### src/rtl/pipeline_hazard_ctrl_if.sv
// ---------------------------------------------------------------------------
// pipeline_hazard_ctrl_if
// Bundles the hazard-detection inputs coming from the datapath and the
// stall/flush/bubble controls going back into the pipeline registers.
//
// Signals:
//   MemRead_EX, Write_register_EX  : load in EX and its destination register
//   rs_ID, rt_ID, uses_rt_ID       : source operands of the instruction in ID
//   branch_taken_EX                : branch/jump resolved taken in EX
//   mem_req_MEM, mem_ready         : data-memory access in MEM and completion
//   hold_PC, hold_IF_ID            : front-end hold enables
//   flush_IF_ID                    : IF_ID loads a NOP
//   bubble_ID_EX                   : ID_EX control fields zeroed
//   hold_EX_MEM                    : EX_MEM and ID_EX keep their values
//   bubble_MEM_WB                  : MEM_WB write-back controls zeroed
//   mem_timeout                    : sticky memory-wait timeout flag
//   busy                           : controller is not in its RUN state
//
// Modports:
//   master : datapath side (drives hazard inputs, receives controls)
//   slave  : hazard controller side
// ---------------------------------------------------------------------------
interface pipeline_hazard_ctrl_if;
    logic       MemRead_EX;
    logic [4:0] Write_register_EX;
    logic [4:0] rs_ID;
    logic [4:0] rt_ID;
    logic       uses_rt_ID;
    logic       branch_taken_EX;
    logic       mem_req_MEM;
    logic       mem_ready;
    logic       hold_PC;
    logic       hold_IF_ID;
    logic       flush_IF_ID;
    logic       bubble_ID_EX;
    logic       hold_EX_MEM;
    logic       bubble_MEM_WB;
    logic       mem_timeout;
    logic       busy;

    modport master (
        output MemRead_EX, Write_register_EX, rs_ID, rt_ID, uses_rt_ID,
               branch_taken_EX, mem_req_MEM, mem_ready,
        input  hold_PC, hold_IF_ID, flush_IF_ID, bubble_ID_EX,
               hold_EX_MEM, bubble_MEM_WB, mem_timeout, busy
    );

    modport slave (
        input  MemRead_EX, Write_register_EX, rs_ID, rt_ID, uses_rt_ID,
               branch_taken_EX, mem_req_MEM, mem_ready,
        output hold_PC, hold_IF_ID, flush_IF_ID, bubble_ID_EX,
               hold_EX_MEM, bubble_MEM_WB, mem_timeout, busy
    );
endinterface

### src/rtl/pipeline_hazard_ctrl.sv
// ---------------------------------------------------------------------------
// pipeline_hazard_ctrl
// Central stall/flush controller for a 5-stage pipeline. Detects load-use
// hazards, squashes wrong-path instructions after a taken branch, and
// freezes the pipeline while a multi-cycle data-memory access is pending
// (with a forced release after MEM_TIMEOUT wait cycles).
//
// Ports:
//   clk    : system clock, rising edge
//   rst_n  : asynchronous active-low reset
//   hz     : pipeline_hazard_ctrl_if.slave (hazard inputs, stage controls)
//   stall_cycles, flush_count, loaduse_count : saturating statistics
//                                              (only with HAZARD_STATS_EN)
//
// Parameters:
//   MEM_TIMEOUT : max wait cycles before a memory access is discarded
//   CNT_W       : width of the wait counter and statistics counters
//
// Build option: define HAZARD_STATS_EN to add the statistics counters.
// ---------------------------------------------------------------------------
module pipeline_hazard_ctrl #(
    parameter int MEM_TIMEOUT = 15,
    parameter int CNT_W       = 8
) (
    input  logic                  clk,
    input  logic                  rst_n,
`ifdef HAZARD_STATS_EN
    output logic [CNT_W-1:0]      stall_cycles,
    output logic [CNT_W-1:0]      flush_count,
    output logic [CNT_W-1:0]      loaduse_count,
`endif
    pipeline_hazard_ctrl_if.slave hz
);

    typedef enum logic [1:0] {RUN, MEM_WAIT, FLUSH} state_t;

    localparam logic [CNT_W-1:0] CNT_MAX     = '1;
    localparam logic [CNT_W-1:0] TIMEOUT_VAL = CNT_W'(MEM_TIMEOUT);

    state_t           state;
    state_t           state_next;
    logic [CNT_W-1:0] wait_cnt;
    logic [CNT_W-1:0] wait_cnt_next;
    logic             timeout_q;
    logic             timeout_set;
    logic             load_use;
    logic             mem_stall;
    logic             hold_pc_c;
    logic             hold_if_id_c;
    logic             flush_if_id_c;
    logic             bubble_id_ex_c;
    logic             hold_ex_mem_c;
    logic             bubble_mem_wb_c;
    logic             flush_event;
    logic             loaduse_event;

    assign load_use = hz.MemRead_EX && (hz.Write_register_EX != 5'd0) &&
                      ((hz.Write_register_EX == hz.rs_ID) ||
                       (hz.uses_rt_ID && (hz.Write_register_EX == hz.rt_ID)));
    assign mem_stall = hz.mem_req_MEM && !hz.mem_ready;

    // Next-state and stall decisions. Memory stalls outrank branch flushes,
    // which outrank load-use stalls; EX-stage hazards are ignored while EX is
    // frozen (MEM_WAIT) or holds the squashed bubble (FLUSH).
    always_comb begin
        state_next      = state;
        wait_cnt_next   = wait_cnt;
        timeout_set     = 1'b0;
        hold_pc_c       = 1'b0;
        hold_if_id_c    = 1'b0;
        flush_if_id_c   = 1'b0;
        bubble_id_ex_c  = 1'b0;
        hold_ex_mem_c   = 1'b0;
        bubble_mem_wb_c = 1'b0;
        flush_event     = 1'b0;
        loaduse_event   = 1'b0;
        case (state)
            RUN: begin
                if (mem_stall) begin
                    hold_pc_c       = 1'b1;
                    hold_if_id_c    = 1'b1;
                    hold_ex_mem_c   = 1'b1;
                    bubble_mem_wb_c = 1'b1;
                    state_next      = MEM_WAIT;
                    wait_cnt_next   = CNT_W'(1);
                end else if (hz.branch_taken_EX) begin
                    flush_if_id_c  = 1'b1;
                    bubble_id_ex_c = 1'b1;
                    flush_event    = 1'b1;
                    state_next     = FLUSH;
                end else if (load_use) begin
                    hold_pc_c      = 1'b1;
                    hold_if_id_c   = 1'b1;
                    bubble_id_ex_c = 1'b1;
                    loaduse_event  = 1'b1;
                end
            end
            MEM_WAIT: begin
                if (hz.mem_ready) begin
                    state_next    = RUN;
                    wait_cnt_next = '0;
                end else if (wait_cnt == TIMEOUT_VAL) begin
                    // Give up on the access: release the pipeline but keep
                    // the stale MEM result from being written back.
                    timeout_set     = 1'b1;
                    bubble_mem_wb_c = 1'b1;
                    state_next      = RUN;
                    wait_cnt_next   = '0;
                end else begin
                    hold_pc_c       = 1'b1;
                    hold_if_id_c    = 1'b1;
                    hold_ex_mem_c   = 1'b1;
                    bubble_mem_wb_c = 1'b1;
                    if (wait_cnt != CNT_MAX) begin
                        wait_cnt_next = wait_cnt + CNT_W'(1);
                    end
                end
            end
            FLUSH: begin
                if (mem_stall) begin
                    hold_pc_c       = 1'b1;
                    hold_if_id_c    = 1'b1;
                    hold_ex_mem_c   = 1'b1;
                    bubble_mem_wb_c = 1'b1;
                    state_next      = MEM_WAIT;
                    wait_cnt_next   = CNT_W'(1);
                end else begin
                    state_next = RUN;
                end
            end
            default: begin
                state_next    = RUN;
                wait_cnt_next = '0;
            end
        endcase
    end

    // Controls are gated with rst_n so that no stage is held or bubbled
    // while reset is asserted, even if the hazard inputs are active.
    assign hz.hold_PC       = hold_pc_c       & rst_n;
    assign hz.hold_IF_ID    = hold_if_id_c    & rst_n;
    assign hz.flush_IF_ID   = flush_if_id_c   & rst_n;
    assign hz.bubble_ID_EX  = bubble_id_ex_c  & rst_n;
    assign hz.hold_EX_MEM   = hold_ex_mem_c   & rst_n;
    assign hz.bubble_MEM_WB = bubble_mem_wb_c & rst_n;
    assign hz.mem_timeout   = timeout_q;
    assign hz.busy          = (state != RUN);

    // State, wait counter and the sticky timeout flag.
    always_ff @(posedge clk or negedge rst_n) begin
        if (!rst_n) begin
            state     <= RUN;
            wait_cnt  <= '0;
            timeout_q <= 1'b0;
        end else begin
            state    <= state_next;
            wait_cnt <= wait_cnt_next;
            if (timeout_set) begin
                timeout_q <= 1'b1;
            end
        end
    end

`ifdef HAZARD_STATS_EN
    // Saturating event counters for performance analysis.
    always_ff @(posedge clk or negedge rst_n) begin
        if (!rst_n) begin
            stall_cycles  <= '0;
            flush_count   <= '0;
            loaduse_count <= '0;
        end else begin
            if (hold_ex_mem_c && (stall_cycles != CNT_MAX)) begin
                stall_cycles <= stall_cycles + CNT_W'(1);
            end
            if (flush_event && (flush_count != CNT_MAX)) begin
                flush_count <= flush_count + CNT_W'(1);
            end
            if (loaduse_event && (loaduse_count != CNT_MAX)) begin
                loaduse_count <= loaduse_count + CNT_W'(1);
            end
        end
    end
`endif

endmodule
### src/flat_wrapper.sv
// flat-port wrapper written by rule: the top's interface ports become plain ports
module pipeline_hazard_ctrl_flat 
#(
    parameter int MEM_TIMEOUT = 15,
    parameter int CNT_W       = 8
)
  (clk, rst_n, hz_MemRead_EX, hz_Write_register_EX, hz_rs_ID, hz_rt_ID, hz_uses_rt_ID, hz_branch_taken_EX, hz_mem_req_MEM, hz_mem_ready, hz_hold_PC, hz_hold_IF_ID, hz_flush_IF_ID, hz_bubble_ID_EX, hz_hold_EX_MEM, hz_bubble_MEM_WB, hz_mem_timeout, hz_busy);
  pipeline_hazard_ctrl_if hz_i ();
  input  logic clk;
  input  logic rst_n;
  input wire logic [$bits(hz_i.MemRead_EX)-1:0] hz_MemRead_EX;
  input wire logic [$bits(hz_i.Write_register_EX)-1:0] hz_Write_register_EX;
  input wire logic [$bits(hz_i.rs_ID)-1:0] hz_rs_ID;
  input wire logic [$bits(hz_i.rt_ID)-1:0] hz_rt_ID;
  input wire logic [$bits(hz_i.uses_rt_ID)-1:0] hz_uses_rt_ID;
  input wire logic [$bits(hz_i.branch_taken_EX)-1:0] hz_branch_taken_EX;
  input wire logic [$bits(hz_i.mem_req_MEM)-1:0] hz_mem_req_MEM;
  input wire logic [$bits(hz_i.mem_ready)-1:0] hz_mem_ready;
  output wire logic [$bits(hz_i.hold_PC)-1:0] hz_hold_PC;
  output wire logic [$bits(hz_i.hold_IF_ID)-1:0] hz_hold_IF_ID;
  output wire logic [$bits(hz_i.flush_IF_ID)-1:0] hz_flush_IF_ID;
  output wire logic [$bits(hz_i.bubble_ID_EX)-1:0] hz_bubble_ID_EX;
  output wire logic [$bits(hz_i.hold_EX_MEM)-1:0] hz_hold_EX_MEM;
  output wire logic [$bits(hz_i.bubble_MEM_WB)-1:0] hz_bubble_MEM_WB;
  output wire logic [$bits(hz_i.mem_timeout)-1:0] hz_mem_timeout;
  output wire logic [$bits(hz_i.busy)-1:0] hz_busy;
  assign hz_i.MemRead_EX = hz_MemRead_EX;
  assign hz_i.Write_register_EX = hz_Write_register_EX;
  assign hz_i.rs_ID = hz_rs_ID;
  assign hz_i.rt_ID = hz_rt_ID;
  assign hz_i.uses_rt_ID = hz_uses_rt_ID;
  assign hz_i.branch_taken_EX = hz_branch_taken_EX;
  assign hz_i.mem_req_MEM = hz_mem_req_MEM;
  assign hz_i.mem_ready = hz_mem_ready;
  assign hz_hold_PC = hz_i.hold_PC;
  assign hz_hold_IF_ID = hz_i.hold_IF_ID;
  assign hz_flush_IF_ID = hz_i.flush_IF_ID;
  assign hz_bubble_ID_EX = hz_i.bubble_ID_EX;
  assign hz_hold_EX_MEM = hz_i.hold_EX_MEM;
  assign hz_bubble_MEM_WB = hz_i.bubble_MEM_WB;
  assign hz_mem_timeout = hz_i.mem_timeout;
  assign hz_busy = hz_i.busy;
  pipeline_hazard_ctrl #(.MEM_TIMEOUT(MEM_TIMEOUT), .CNT_W(CNT_W)) u_core (.clk(clk), .rst_n(rst_n), .hz(hz_i));
endmodule
### config.mk
export PLATFORM = sky130hd
export DESIGN_NAME = pipeline_hazard_ctrl_flat
export DESIGN_NICKNAME = d
export VERILOG_FILES = /design/src/rtl/pipeline_hazard_ctrl_if.sv /design/src/rtl/pipeline_hazard_ctrl.sv /design/src/flat_wrapper.sv
export SDC_FILE = /design/constraint.sdc
export NUM_CORES = 1
export LEC_CHECK = 0
export CELL_PAD_IN_SITES_DETAIL_PLACEMENT = 0
export CELL_PAD_IN_SITES_GLOBAL_PLACEMENT = 1
export CORE_MARGIN = 3
export CORE_UTILIZATION = 28
export CTS_CLUSTER_DIAMETER = 150
export DETAILED_ROUTE_END_ITERATION = 10
export GPL_ROUTABILITY_DRIVEN = 1
export MAX_ROUTING_LAYER = met4
export PLACE_DENSITY = 0.81
export SYNTH_ARGS = -nofsm -noshare
export SYNTH_HDL_FRONTEND = slang
export SYNTH_SLANG_ARGS = --single-unit
### constraint.sdc
create_clock -name clk -period 1.9 [get_ports clk]
set_input_delay 0.38 -clock clk [delete_from_list [all_inputs] [get_ports clk]]
set_output_delay 0.38 -clock clk [all_outputs]
set_load 0.005 [all_outputs]
### Word level (Yosys, flattened, before mapping)

Cells that the tools add are included.

| storage, ports and cells | value |
|---|---|
| output and inout bits | 8 |
| bits in registers | 11 |
| bits of input ports | 22 |
| word-level logic and storage cells | 61 |

| operators by class | value |
|---|---|
| reductions and logical operators | 12 |
| $add $sub $neg | 1 |
| bitwise logic cells | 5 |
| equal/unequal tests | 10 |
| mux-type cells | 30 |

Operator list:

| operator | number |
|---|---|
| $mux W8 | 4 |
| $mux W1 | 17 |
| $pmux W8 S2 | 1 |
| $eq A5 B5 Y1 | 2 |
| $add A8 B1 Y8 const B | 1 |
| $eq A8 B4 Y1 const B | 1 |
| $mux W2 | 4 |
| $ne A8 B8 Y1 const B | 1 |
| $ne A3 B2 Y1 const B | 2 |
| $pmux W2 S3 | 1 |
| $and A1 B1 Y1 | 5 |
| $reduce_bool A5 Y1 | 1 |
| $logic_and A1 B1 Y1 | 4 |
| $ne A4 B2 Y1 const B | 1 |
| $pmux W1 S2 | 2 |
| $reduce_and A2 Y1 | 2 |
| $pmux W1 S3 | 1 |
| $eq A2 B1 Y1 const B | 1 |
| $eq A2 B2 Y1 const B | 1 |
| $logic_not A2 Y1 | 1 |
| $ne A2 B1 Y1 const B | 1 |
| $reduce_bool A2 Y1 | 1 |
| $reduce_or A2 Y1 | 1 |
| $logic_not A1 Y1 | 1 |
| $logic_or A1 B1 Y1 | 1 |

### Longest topological paths before layout

Gate-level depths: netlist of the first run.

| logic depth | value |
|---|---|
| depth in word-level cells | 9 |
| gate-level depth with buffers | 7 |
| gate-level depth less buffers | 5 |

### Least setup slack after synthesis of the first run

OpenSTA, ideal clock, no wires.

| path | value |
|---|---|
| kind | flip-flop to output port |
| from | register u_core.wait_cnt[0] |
| to | output port hz_hold_PC |
| data arrival time | 1.709 ns |
| path buffers | 2 |
| stages on the path, launching flop included | 8 |
| required time | 1.520 ns |
| slack | -0.189 ns |
| cells stage by stage | dfrtp_1 -> ha_1 -> and3_1 -> clkbuf_1 -> a21oi_1 -> o21a_1 -> o21bai_1 -> buf_4 |

| between the ends | value |
|---|---|
| longest elaborated chain between the ends | 5 |

Ends and longest elaborated chain:

| element | line | text |
|---|---|---|
| start: declaration | pipeline_hazard_ctrl.sv:42 | `logic [CNT_W-1:0] wait_cnt;` |
| start signal: assignment | pipeline_hazard_ctrl.sv:157 | `wait_cnt <= wait_cnt_next;` |
| $eq A8 B4 Y1 | pipeline_hazard_ctrl.sv:102 | `end else if (wait_cnt == TIMEOUT_VAL) begin` |
| $mux W1 (2 in series) | n/a |  |
| $pmux W1 S3 | n/a |  |
| $and A1 B1 Y1 | n/a |  |
| end: declaration | flat_wrapper.sv:19 | `output wire logic [$bits(hz_i.hold_PC)-1:0] hz_hold_PC;` |

No other way between the ends.

### Final worst setup path of the first run

| path | value |
|---|---|
| from | register u_core.wait_cnt[7] |
| to | output port hz_hold_IF_ID |

| between the ends | value |
|---|---|
| longest elaborated chain between the ends | 5 |

Ends and longest elaborated chain:

| element | line | text |
|---|---|---|
| $eq A8 B4 Y1 | pipeline_hazard_ctrl.sv:102 |  |
| $mux W1 | pipeline_hazard_ctrl.sv:102 |  |
| $mux W1 | pipeline_hazard_ctrl.sv:99 | `if (hz.mem_ready) begin` |
| $pmux W1 S3 | pipeline_hazard_ctrl.sv:77 | `case (state)` |
| $and A1 B1 Y1 | pipeline_hazard_ctrl.sv:141 | `assign hz.hold_IF_ID = hold_if_id_c & rst_n;` |
| end: declaration | flat_wrapper.sv:20 | `output wire logic [$bits(hz_i.hold_IF_ID)-1:0] hz_hold_IF_ID;` |

No other way between the ends.

==> metrics.csv, run 1 <==
stage;metric;value;unit
yosys;synth_ff_type;dfrtp_1;
yosys;synthCells;92;
clocking;cts_tree;done;
clocking;cts_made_buffers;3;
sta;worst_clock_skew;6.66;ps
drt;avgRoutedWirePerCell;14.3;um
sta;fin_crit;2130;ps
power;peakVddDrop;0.000365;V
cells_and_area;nNetsFinal;185;
cells_and_area;antenna_cells;0;
placed_design;io_buffers;29;
setup_path;end_kind;primary output;
power;clkPwrFrac;23.4;%
global_route;grt_max_degree;15;
cells_and_area;areaGrowthSynthToFinish;93.6;%
yosys;ys_ff_latch;11;
drt;firstDrtPassIters;4;
yosys;synth-simple-area-share;22.5;%
yosys;synth_mux_area_share;0;%
placed_design;finalWeightedCongestion;0.884;
sta;setup_viol;4;
power;switching_share;30.6;%
setup_path;cp-start-kind;flip-flop;
sta;worst_pin_slew;283;ps
placed_design;hpwl;2.02;mm
min_path;hp-class;in2async;
clocking;cts.clk_slew.worst_paths;80;ps
clocking;htreeDepth;1;
floorplan;start_util;30.6;%
floorplan;row_count;18;
drt;vias;985;
yosys;syn-mean-instance-area;8.54;um^2
floorplan;die_area;3480;um^2
yosys;synth_top_family_by_area;compound AO/OA/AOI/OAI gates;
drt;vias_per_cell;5.16;
drt;routed_wl;2.73;mm
clocking;cts_buffer_depth;2;
cells_and_area;multi_input_area;584;um^2
yosys;yosysWarnings;0;
setup_path;cp_max_fo;2;
yosys;synth-adder-area-share;1.59;%
global_route;grt_pass1_vias;953;
sta;report.final.slew_viol_count;0;
cells_and_area;post-route-util;59.3;%
cells_and_area;final-seq-area;275;um^2
power;p_sw;0.224;mW
setup_path;arrival;1750;ps
job;cap_viol_max_count;0;
yosys;syn_area;786;um^2
drt;drt_iter0_drc;34;
power;p_per_area;482;nW/um^2
drt;postRouteAntennaNets;0;
placed_design;post-place-ws;-704;ps
yosys;synth_nets;115;
clocking;clock-sinks;11;
status;status;finished with violations;
yosys;async_flop_share;100;%
cells_and_area;final_common_cell;buf_4;
clocking;clkLatencyLatePin;280;ps
drt;drc;0;
floorplan;io_pins;30;
yosys;synthXorXnorAreaFrac;11.1;%
global_route;overflow;0;
power;p_seq_share;35.5;%
yosys;synth-compound-area-share;24.7;%
power;leakagePower;0.717;nW
sta;relSlewSlack;80.9;%
floorplan;die_width;59.0;um
setup_path;critPathKind;reg2out;
yosys;synth.distinct_cells;37;
clocking;cts-root-buf;clkbuf_4;
sta;fin_setup_tns;-563;ps
sta;hold_ws;87.4;ps
sta;final.setup.worst_slack;-230;ps
setup_path;cp_data_required_time;1520;ps
power;total_power;0.733;mW
sta;hold_violations;0;
cells_and_area;fill_cells;210;
status;violations;setup timing;
floorplan;fp.dieH;59.0;um
global_route;antenna_found_initial;0;
yosys;synth_edf_count;0;
cells_and_area;drive_gt1_share;42.9;%
sta;fmax;0.469;GHz
global_route;grt_pass1_wl;4.38;mm
global_route;grt.total_usage;17.0;%
power;pwr-share-comb;41.1;%
power;p_int;0.509;mW
sta;finalCritPeriodShare;112;%
yosys;seq_area_frac_synth;35.0;%
floorplan;core;2570;um^2
sta;rsz0062_at_grt;true;
cells_and_area;final_cell_mix;buf_4 (37), dfrtp_1 (11), clkdlybuf4s50_1 (10), xor2_1 (9);
==> sequential cells by signal, summed over array words and instances, names as in the netlist <==
register               cells
u_core.hz.mem_timeout      1
u_core.state               2
u_core.wait_cnt            8
==> power groups by stage <==
| stage | logic [mW] | clock network [mW] | registers [mW] |
|---|---|---|---|
| CTS | 0.289 | 0.178 | 0.260 |
| floorplan | 0.0950 | 0 | 0.265 |
| finish | 0.301 | 0.172 | 0.260 |
| global route | 0.331 | 0.188 | 0.263 |
| global placement | 0.247 | 0 | 0.263 |
| detailed placement | 0.256 | 0 | 0.264 |
==> cell usage after synthesis (2+ instances only) <==
master / n / area share [%]
o21ai_1: 2 / 1.3
nor2_1: 5 / 2.4
and3_1: 4 / 3.2
nor4_1: 2 / 1.6
o21ai_0: 7 / 4.5
nand3_1: 3 / 1.9
dfrtp_1: 11 / 35
o21bai_1: 2 / 1.9
clkbuf_1: 2 / 0.96
or4_1: 3 / 2.9
xor2_1: 9 / 10
o21a_1: 4 / 3.8
buf_2: 2 / 1.3
inv_1: 4 / 1.9
nand2_1: 5 / 2.4
a21oi_1: 6 / 3.8
==> through the flow <==
step,instances,cell area (um^2)
after floorplan,92,821
after global placement,177,1350
after detailed placement,177,1350
after CTS,188,1490
after global routing,191,1520
final,191,1520
==> routing by layer <==
metal / vias to the layer above / track usage [%] / wire length [um]
met4: 0 / 4.85 / 31
met5: - / - / 0
met3: 5 / 3.27 / 199
li1: 478 / - / -
met1: 463 / 20.8 / 1210
met2: 39 / 28.4 / 1280
==> critical path: stages (launching register included) <==
cell and delay [ps]:
dfrtp_1 390, nor4_2 260, buf_4 160, a21oi_4 50, o21a_1 200, buf_4 130, o21bai_4 150, buf_2 120
==> cells by family (layout without fill, tap and decap cells) <==
kind of cell               Yosys count  after routing
adders and majority gates            1              1
and+or+nand+nor                     31             31
AOI/OAI and AO/OA                   30             30
buffers and inverters                9             78
DFF                                 11             11
xor gates and xnor gates            10             10
==> final cells by class <==
class / count / share of cell area (%)
Timing Repair Buffer: 70 / 38.3
Clock buffer: 4 / 1.73
Inverter: 4 / 0.987
Multi-Input combinational cell: 72 / 38.4
Sequential cell: 11 / 18.1
Tap cell: 30 / 2.47
==> path summary, 6_finish.rpt <==
| check | cells past startpoint | start | slack [ps] | endpoint |
|---|---|---|---|---|
| worst min-delay path | 2 | rst_n | 90 | u_core.wait_cnt[6] |
| worst min register to register | 1 | u_core.hz.mem_timeout | 470 | u_core.hz.mem_timeout |
| worst max register to register | 5 | u_core.state[1] | 70 | u_core.wait_cnt[7] |
| min in group clk | 1 | u_core.hz.mem_timeout | 470 | u_core.hz.mem_timeout |
| max in group asynchronous | 2 | rst_n | 1670 | u_core.wait_cnt[3] |
| worst max-delay path | 7 | u_core.wait_cnt[7] | -230 | hz_hold_IF_ID |
==> timing repair <==
item                                    CTS  global route
hold buffers                              0             0
pin swaps                                 9             3
endpoints found under the setup margin   15             7
gates cloned                              0             0
resized for setup                        56             9
setup buffers                             8             3
Power figures use the tool's default switching activity.
==> run 2: changes to the inputs <==
Settings changed: CORE_MARGIN 3 to 4.
==> metrics.csv, run 2 (same netlist as run 1, synthesis figures left out) <==
stage;metric;value;unit;change
status;status;finished with violations;;unchanged
status;violations;setup timing;;unchanged
cells_and_area;finalInstanceArea;1470;um^2;was 1520 um^2
global_route;grt_max_degree;15;;unchanged
cells_and_area;final-seq-area;275;um^2;unchanged
floorplan;start_util;30.6;%;unchanged
setup_path;cp_max_fo;2;;unchanged
cells_and_area;multi_input_area;581;um^2;was 584 um^2
cells_and_area;fill_cells;234;;was 210
drt;vias;951;;was 985
placed_design;hpwl;1.92;mm;was 2.02 mm
placed_design;finalWeightedCongestion;0.794;;was 0.884
clocking;cts.clk_slew.worst_paths;70;ps;was 80 ps
setup_path;cp_data_required_time;1520;ps;about the same
sta;final.setup.worst_slack;-101;ps;was -230 ps
floorplan;fp.dieH;61.0;um;was 59.0 um
setup_path;r2r_end;u_core.wait_cnt[5];;was u_core.wait_cnt[7]
drt;drt_iter0_drc;72;;was 34
cells_and_area;areaGrowthSynthToFinish;87.4;%;was 93.6%
drt;firstDrtPassIters;4;;unchanged
clocking;cts_hold_buf;0;;unchanged
sta;relSlewSlack;80.7;%;was 80.9%
sta;rsz0062_at_grt;true;;unchanged
floorplan;die_area;3720;um^2;was 3480 um^2
setup_path;critPathKind;reg2out;;unchanged
clocking;htreeDepth;1;;unchanged
sta;worst_clock_skew;0.705;ps;was 6.66 ps
floorplan;row_count;18;;unchanged
job;cap_viol_max_count;0;;unchanged
global_route;overflow;0;;unchanged
cells_and_area;final_cell_mix;buf_4 (32), dfrtp_1 (11), dlygate4sd2_1 (10), xor2_1 (9);;was buf_4 (37), dfrtp_1 (11), clkdlybuf4s50_1 (10), xor2_1 (9)
drt;avgRoutedWirePerCell;14.2;um;was 14.3 um
clocking;clock-sinks;11;;unchanged
drt;postRouteAntennaNets;0;;unchanged
setup_path;path_delay_family;flip-flops;;was buffers and inverters
global_route;grt.total_usage;15.7;%;was 17.0%
sta;worst_pin_slew;287;ps;was 283 ps
power;leakagePower;0.677;nW;was 0.717 nW
sta;hold_violations;0;;unchanged
placed_design;dpl_cell_area;1350;um^2;unchanged
setup_path;arrival;1620;ps;was 1750 ps
global_route;grt_pass1_vias;933;;was 953
floorplan;die_width;61.0;um;was 59.0 um
setup_path;slowest_stage;dfrtp_1;;unchanged
power;p_per_area;485;nW/um^2;was 482 nW/um^2
min_path;hp-class;in2async;;unchanged
setup_path;reg2reg_depth;5;;unchanged
power;peakVddDrop;0.000498;V;was 0.000365 V
cells_and_area;regMostFlops;u_core.wait_cnt;;unchanged
setup_path;cp-start-kind;flip-flop;;unchanged
setup_path;rr_startpoint;u_core.state[1];;unchanged
cells_and_area;drive_gt1_share;41.0;%;was 42.9%
setup_path;end_kind;primary output;;unchanged
floorplan;io_pins;30;;unchanged
clocking;clkLatencyLatePin;270;ps;was 280 ps
drt;routed_wl;2.64;mm;was 2.73 mm
sta;fmax;0.500;GHz;was 0.469 GHz
setup_path;max_stage_delay;400;ps;was 390 ps
clocking;cts_tree;done;;unchanged
sta;setup_viol;4;;unchanged
global_route;grt_pass1_wl;4.17;mm;was 4.38 mm
setup_path;critical_path_buf_inv_count;2;;was 3
drt;drc;0;;unchanged
global_route;antenna_found_initial;0;;unchanged
sta;report.final.slew_viol_count;0;;unchanged
drt;vias_per_cell;5.11;;was 5.16
clocking;cts-root-buf;clkbuf_4;;unchanged
power;total_power;0.714;mW;was 0.733 mW
cells_and_area;nNetsFinal;180;;was 185
clocking;cts_buffer_depth;2;;unchanged
sta;fin_setup_tns;-314;ps;was -563 ps
placed_design;io_buffers;29;;unchanged
clocking;cts_made_buffers;3;;unchanged
setup_path;crit_path_cell_trace;nor4_2 -> buf_4 -> a21oi_4 -> o21a_1 -> o21bai_4 -> buf_2;;was nor4_2 -> buf_4 -> a21oi_4 -> o21a_1 -> buf_4 -> o21bai_4 -> buf_2
cells_and_area;largest_reg_flops;8;;unchanged
sta;finalCritPeriodShare;105;%;was 112%
setup_path;r2r_setup_slack;100;ps;was 70 ps
cells_and_area;antenna_cells;0;;unchanged
floorplan;core;2570;um^2;unchanged
cells_and_area;final_common_cell;buf_4;;unchanged
sta;fin_crit;2000;ps;was 2130 ps
run 2: cell types whose count changed in the layout (fill, tap and decap cells not counted), moves of 2 or more:
cell,previous run,this run
buf_4,37,32
clkdlybuf4s50_1,10,7
dlygate4sd2_1,7,10
dlymetal6s2s_1,2,0
run 2: area by class of cell:
type,instances,share of cell area (%)
multi-input combinational,72,39.4
timing repair buffer,65,36.5
sequential,11,18.7
tap,30,2.55
clock buffer,4,1.78
inverter,4,1.02
run 2: where the power goes:
| part | internal [mW] | switching, mW | total, mW |
|---|---|---|---|
| sequential | 0.250 | 0.00919 | 0.259 |
| combinational | 0.169 | 0.121 | 0.290 |
| clock | 0.0813 | 0.0844 | 0.166 |
| total | 0.500 | 0.214 | 0.714 |
run 2: how the worst max path moves through the flow:
stage	start	endpoint	slack (ps)	cells after the start
global route	u_core.wait_cnt[7]	hz_hold_IF_ID	-200	6
finish	u_core.wait_cnt[7]	hz_hold_IF_ID	-100	6
CTS	u_core.wait_cnt[6]	hz_hold_PC	-110	6
detailed placement	hz_Write_register_EX[2]	hz_hold_PC	-730	6
global placement	hz_Write_register_EX[2]	hz_hold_PC	-690	6
floorplan	u_core.wait_cnt[5]	hz_hold_PC	20	5
run 2: metrics by stage:
| stage | setup slack (ps) | hold slack, ps | instances | utilization [%] |
|---|---|---|---|---|
| 5_1_grt | -196 | 255 | 186 | 57.4 |
| 3_3_place_gp | -686 | 453 | 177 | 52.7 |
| 3_5_place_dp | -732 | 459 | 177 | 52.7 |
| 6_report | -101 | 243 | 186 | 57.4 |
| 2_1_floorplan | 24.2 | 84.4 | 92 | - |
| 4_1_cts | -110 | 218 | 186 | 56.0 |
run 2: worst register-to-register path, delay by kind of cell, from the launching register on:
kind,cells,cell delay (ps)
and+or+nand+nor,2,920
DFF,1,390
AOI/OAI and AO/OA,2,270
buffers and inverters,1,150
run 2: timing repair:
item	4_1_cts	5_1_grt
cloned	0	1
resized for setup	64	8
pin swaps	14	3
setup endpoints to repair	14	11
buffers inserted	5	0
run 2: layer usage:
layer	wire length [um]	up-vias	global-route usage, %
met4	48	0	4.95
met1	1090	439	18.5
met2	1220	38	26.7
met5	0	-	-
li1	-	468	-
met3	273	6	3.19
==> run 3: changes to the inputs <==
--- a/config.mk
+++ b/config.mk
@@ -9,3 +9,2 @@
 export CELL_PAD_IN_SITES_GLOBAL_PLACEMENT = 1
-export CORE_MARGIN = 4
 export CORE_UTILIZATION = 28
==> constraint.sdc (replaced) <==
create_clock -name clk -period 1.9 [get_ports clk]
set_input_delay 0.285 -clock clk [delete_from_list [all_inputs] [get_ports clk]]
set_output_delay 0.285 -clock clk [all_outputs]
set_load 0.005 [all_outputs]
==> metrics.csv, run 3 (same netlist as run 1, synthesis figures left out) <==
stage;metric;value;unit;change
status;status;finished with violations;;unchanged
status;violations;setup timing;;unchanged
drt;drc;0;;unchanged
setup_path;cp-start-kind;flip-flop;;unchanged
setup_path;slowest_stage;dfrtp_1;;unchanged
global_route;grt_pass1_vias;903;;was 933
setup_path;cp_data_required_time;1620;ps;was 1520 ps
clocking;cts_tree;done;;unchanged
clocking;cts_made_buffers;3;;unchanged
clocking;clock-sinks;11;;unchanged
floorplan;die_area;3020;um^2;was 3720 um^2
setup_path;arrival;1620;ps;about the same
clocking;cts_buffer_depth;2;;unchanged
drt;firstDrtPassIters;4;;unchanged
drt;avgRoutedWirePerCell;13.6;um;was 14.2 um
power;total_power;0.681;mW;was 0.714 mW
cells_and_area;multi_input_area;528;um^2;was 581 um^2
drt;routed_wl;2.46;mm;was 2.64 mm
clocking;clkLatencyLatePin;290;ps;was 270 ps
setup_path;critical_path_buf_inv_count;1;;was 2
global_route;grt_max_degree;15;;unchanged
power;leakagePower;0.633;nW;was 0.677 nW
sta;finalCritPeriodShare;100;%;was 105%
floorplan;core;2570;um^2;unchanged
sta;setup_viol;2;;was 4
drt;vias_per_cell;5.12;;was 5.11
cells_and_area;regMostFlops;u_core.wait_cnt;;unchanged
floorplan;start_util;30.6;%;unchanged
power;clkPwrFrac;24.7;%;was 23.2%
floorplan;row_count;18;;unchanged
sta;hold_violations;0;;unchanged
setup_path;crit_path_cell_trace;nor4_4 -> a21oi_2 -> o21a_1 -> o21bai_1 -> buf_2;;was nor4_2 -> buf_4 -> a21oi_4 -> o21a_1 -> o21bai_4 -> buf_2
job;cap_viol_max_count;0;;unchanged
power;switching_share;29.4;%;was 30.0%
global_route;grt_pass1_wl;3.83;mm;was 4.17 mm
cells_and_area;final_common_cell;buf_4;;unchanged
global_route;antenna_found_initial;0;;unchanged
global_route;overflow;0;;unchanged
cells_and_area;final_cell_mix;buf_4 (30), clkdlybuf4s50_1 (15), dfrtp_1 (11), xor2_1 (9), dlygate4sd2_1 (9);;was buf_4 (32), dfrtp_1 (11), dlygate4sd2_1 (10), xor2_1 (9)
placed_design;hpwl;1.87;mm;was 1.92 mm
setup_path;end_kind;primary output;;unchanged
clocking;cts-root-buf;clkbuf_4;;unchanged
min_path;hp-class;in2async;;unchanged
drt;postRouteAntennaNets;0;;unchanged
cells_and_area;nNetsFinal;175;;was 180
cells_and_area;largest_reg_flops;8;;unchanged
cells_and_area;layout.cells.non_filler;181;;was 186
placed_design;finalWeightedCongestion;0.917;;was 0.794
cells_and_area;drive_gt1_share;32.5;%;was 41.0%
setup_path;r2r_setup_slack;100;ps;about the same
floorplan;die_width;55.0;um;was 61.0 um
power;p_sw;0.200;mW;was 0.214 mW
cells_and_area;areaGrowthSynthToFinish;76.1;%;was 87.4%
sta;worst_pin_slew;284;ps;was 287 ps
setup_path;cp_max_fo;2;;unchanged
drt;drt_iter0_drc;16;;was 72
sta;final.setup.worst_slack;-9.34;ps;was -101 ps
setup_path;critPathKind;reg2out;;unchanged
floorplan;io_pins;30;;unchanged
setup_path;max_stage_delay;410;ps;was 400 ps
sta;worst_clock_skew;7.06;ps;was 0.705 ps
clocking;htreeDepth;1;;unchanged
power;p_per_area;492;nW/um^2;was 485 nW/um^2
sta;report.final.slew_viol_count;0;;unchanged
power;pwr-share-comb;37.2;%;was 40.6%
cells_and_area;fill_cells;254;;was 234
cells_and_area;post-route-util;53.9;%;was 57.4%
power;peakVddDrop;0.000431;V;was 0.000498 V
sta;relSlewSlack;80.8;%;was 80.7%
global_route;grt.total_usage;18.9;%;was 15.7%
placed_design;io_buffers;29;;unchanged
placed_design;dp.cells;173;;was 177
sta;fmax;0.524;GHz;was 0.500 GHz
power;p_int;0.481;mW;was 0.500 mW
floorplan;fp.dieH;55.0;um;was 61.0 um
sta;rsz0062_at_grt;true;;unchanged
cells_and_area;final-seq-area;275;um^2;unchanged
drt;vias;927;;was 951
cells_and_area;antenna_cells;0;;unchanged
setup_path;path_delay_family;compound AO/OA/AOI/OAI gates;;was flip-flops
sta;fin_crit;1910;ps;was 2000 ps
power;p_seq_share;38.0;%;was 36.2%
clocking;cts.clk_slew.worst_paths;70;ps;about the same
-- run 3: cell types whose count changed in the layout (fill, tap and decap cells not counted), sizes merged --
cell and change:
clkdlybuf4s50 +8, buf -8, clkbuf -1, clkdlybuf4s15 -3
dlygate4sd2 -1
-- run 3: power by group through the flow --
stage               combinational (mW)  sequential, mW  clock, mW
floorplan                       0.0901           0.264          0
global placement                 0.241           0.262          0
detailed placement               0.245           0.264          0
CTS                              0.248           0.259      0.169
global route                     0.282           0.262      0.180
finish                           0.254           0.259      0.168
-- run 3: repair_timing --
item,4_1_cts,5_1_grt
hold buffers,0,0
buffers inserted,5,0
endpoints found under the hold margin,0,0
resized for setup,35,4
pin swaps,12,5
endpoints found under the setup margin,7,6
-- run 3: final timing paths --
path | startpoint | depth (start not counted) | end
worst max-delay path | u_core.wait_cnt[7] | 5 | hz_hold_IF_ID
worst min register to register | u_core.hz.mem_timeout | 1 | u_core.hz.mem_timeout
worst max register to register | u_core.state[1] | 5 | u_core.wait_cnt[5]
min in group clk | u_core.hz.mem_timeout | 1 | u_core.hz.mem_timeout
worst min-delay path | rst_n | 2 | u_core.wait_cnt[1]
max in group asynchronous | rst_n | 2 | u_core.wait_cnt[6]
-- run 3: final cells by class --
class	instances	share of cell area (%)
well taps	30	2.71
repair buffers	60	36.3
clock buffers	4	1.90
multi-input cells	72	38.2
inverters	4	1.08
flip-flops and latches	11	19.9
-- run 3: routing by layer --
metal	global-route usage (%)	wire length, um
met3	3.28	283
met2	33.1	1160
met4	9.17	46
met5	-	0
met1	20.4	976
-- run 3: stage by stage --
stage               hold slack (ps)  cell area (um^2)  setup TNS, ps  setup WS, ps
finish                          386              1380          -18.5         -9.34
floorplan                     -10.6               796              0          1.75
CTS                             391              1360          -12.6         -6.47
global placement                452              1300          -3850          -475
global route                    412              1380           -194         -75.2
detailed placement              463              1300          -4340          -533
-- run 3: worst reg2reg max path: cells and delay by family, from the launching register on --
family / cells / cell delay [ps]
DFF: 1 / 380
buffers and inverters: 1 / 170
AOI/OAI and AO/OA: 2 / 270
and+or+nand+nor: 2 / 920
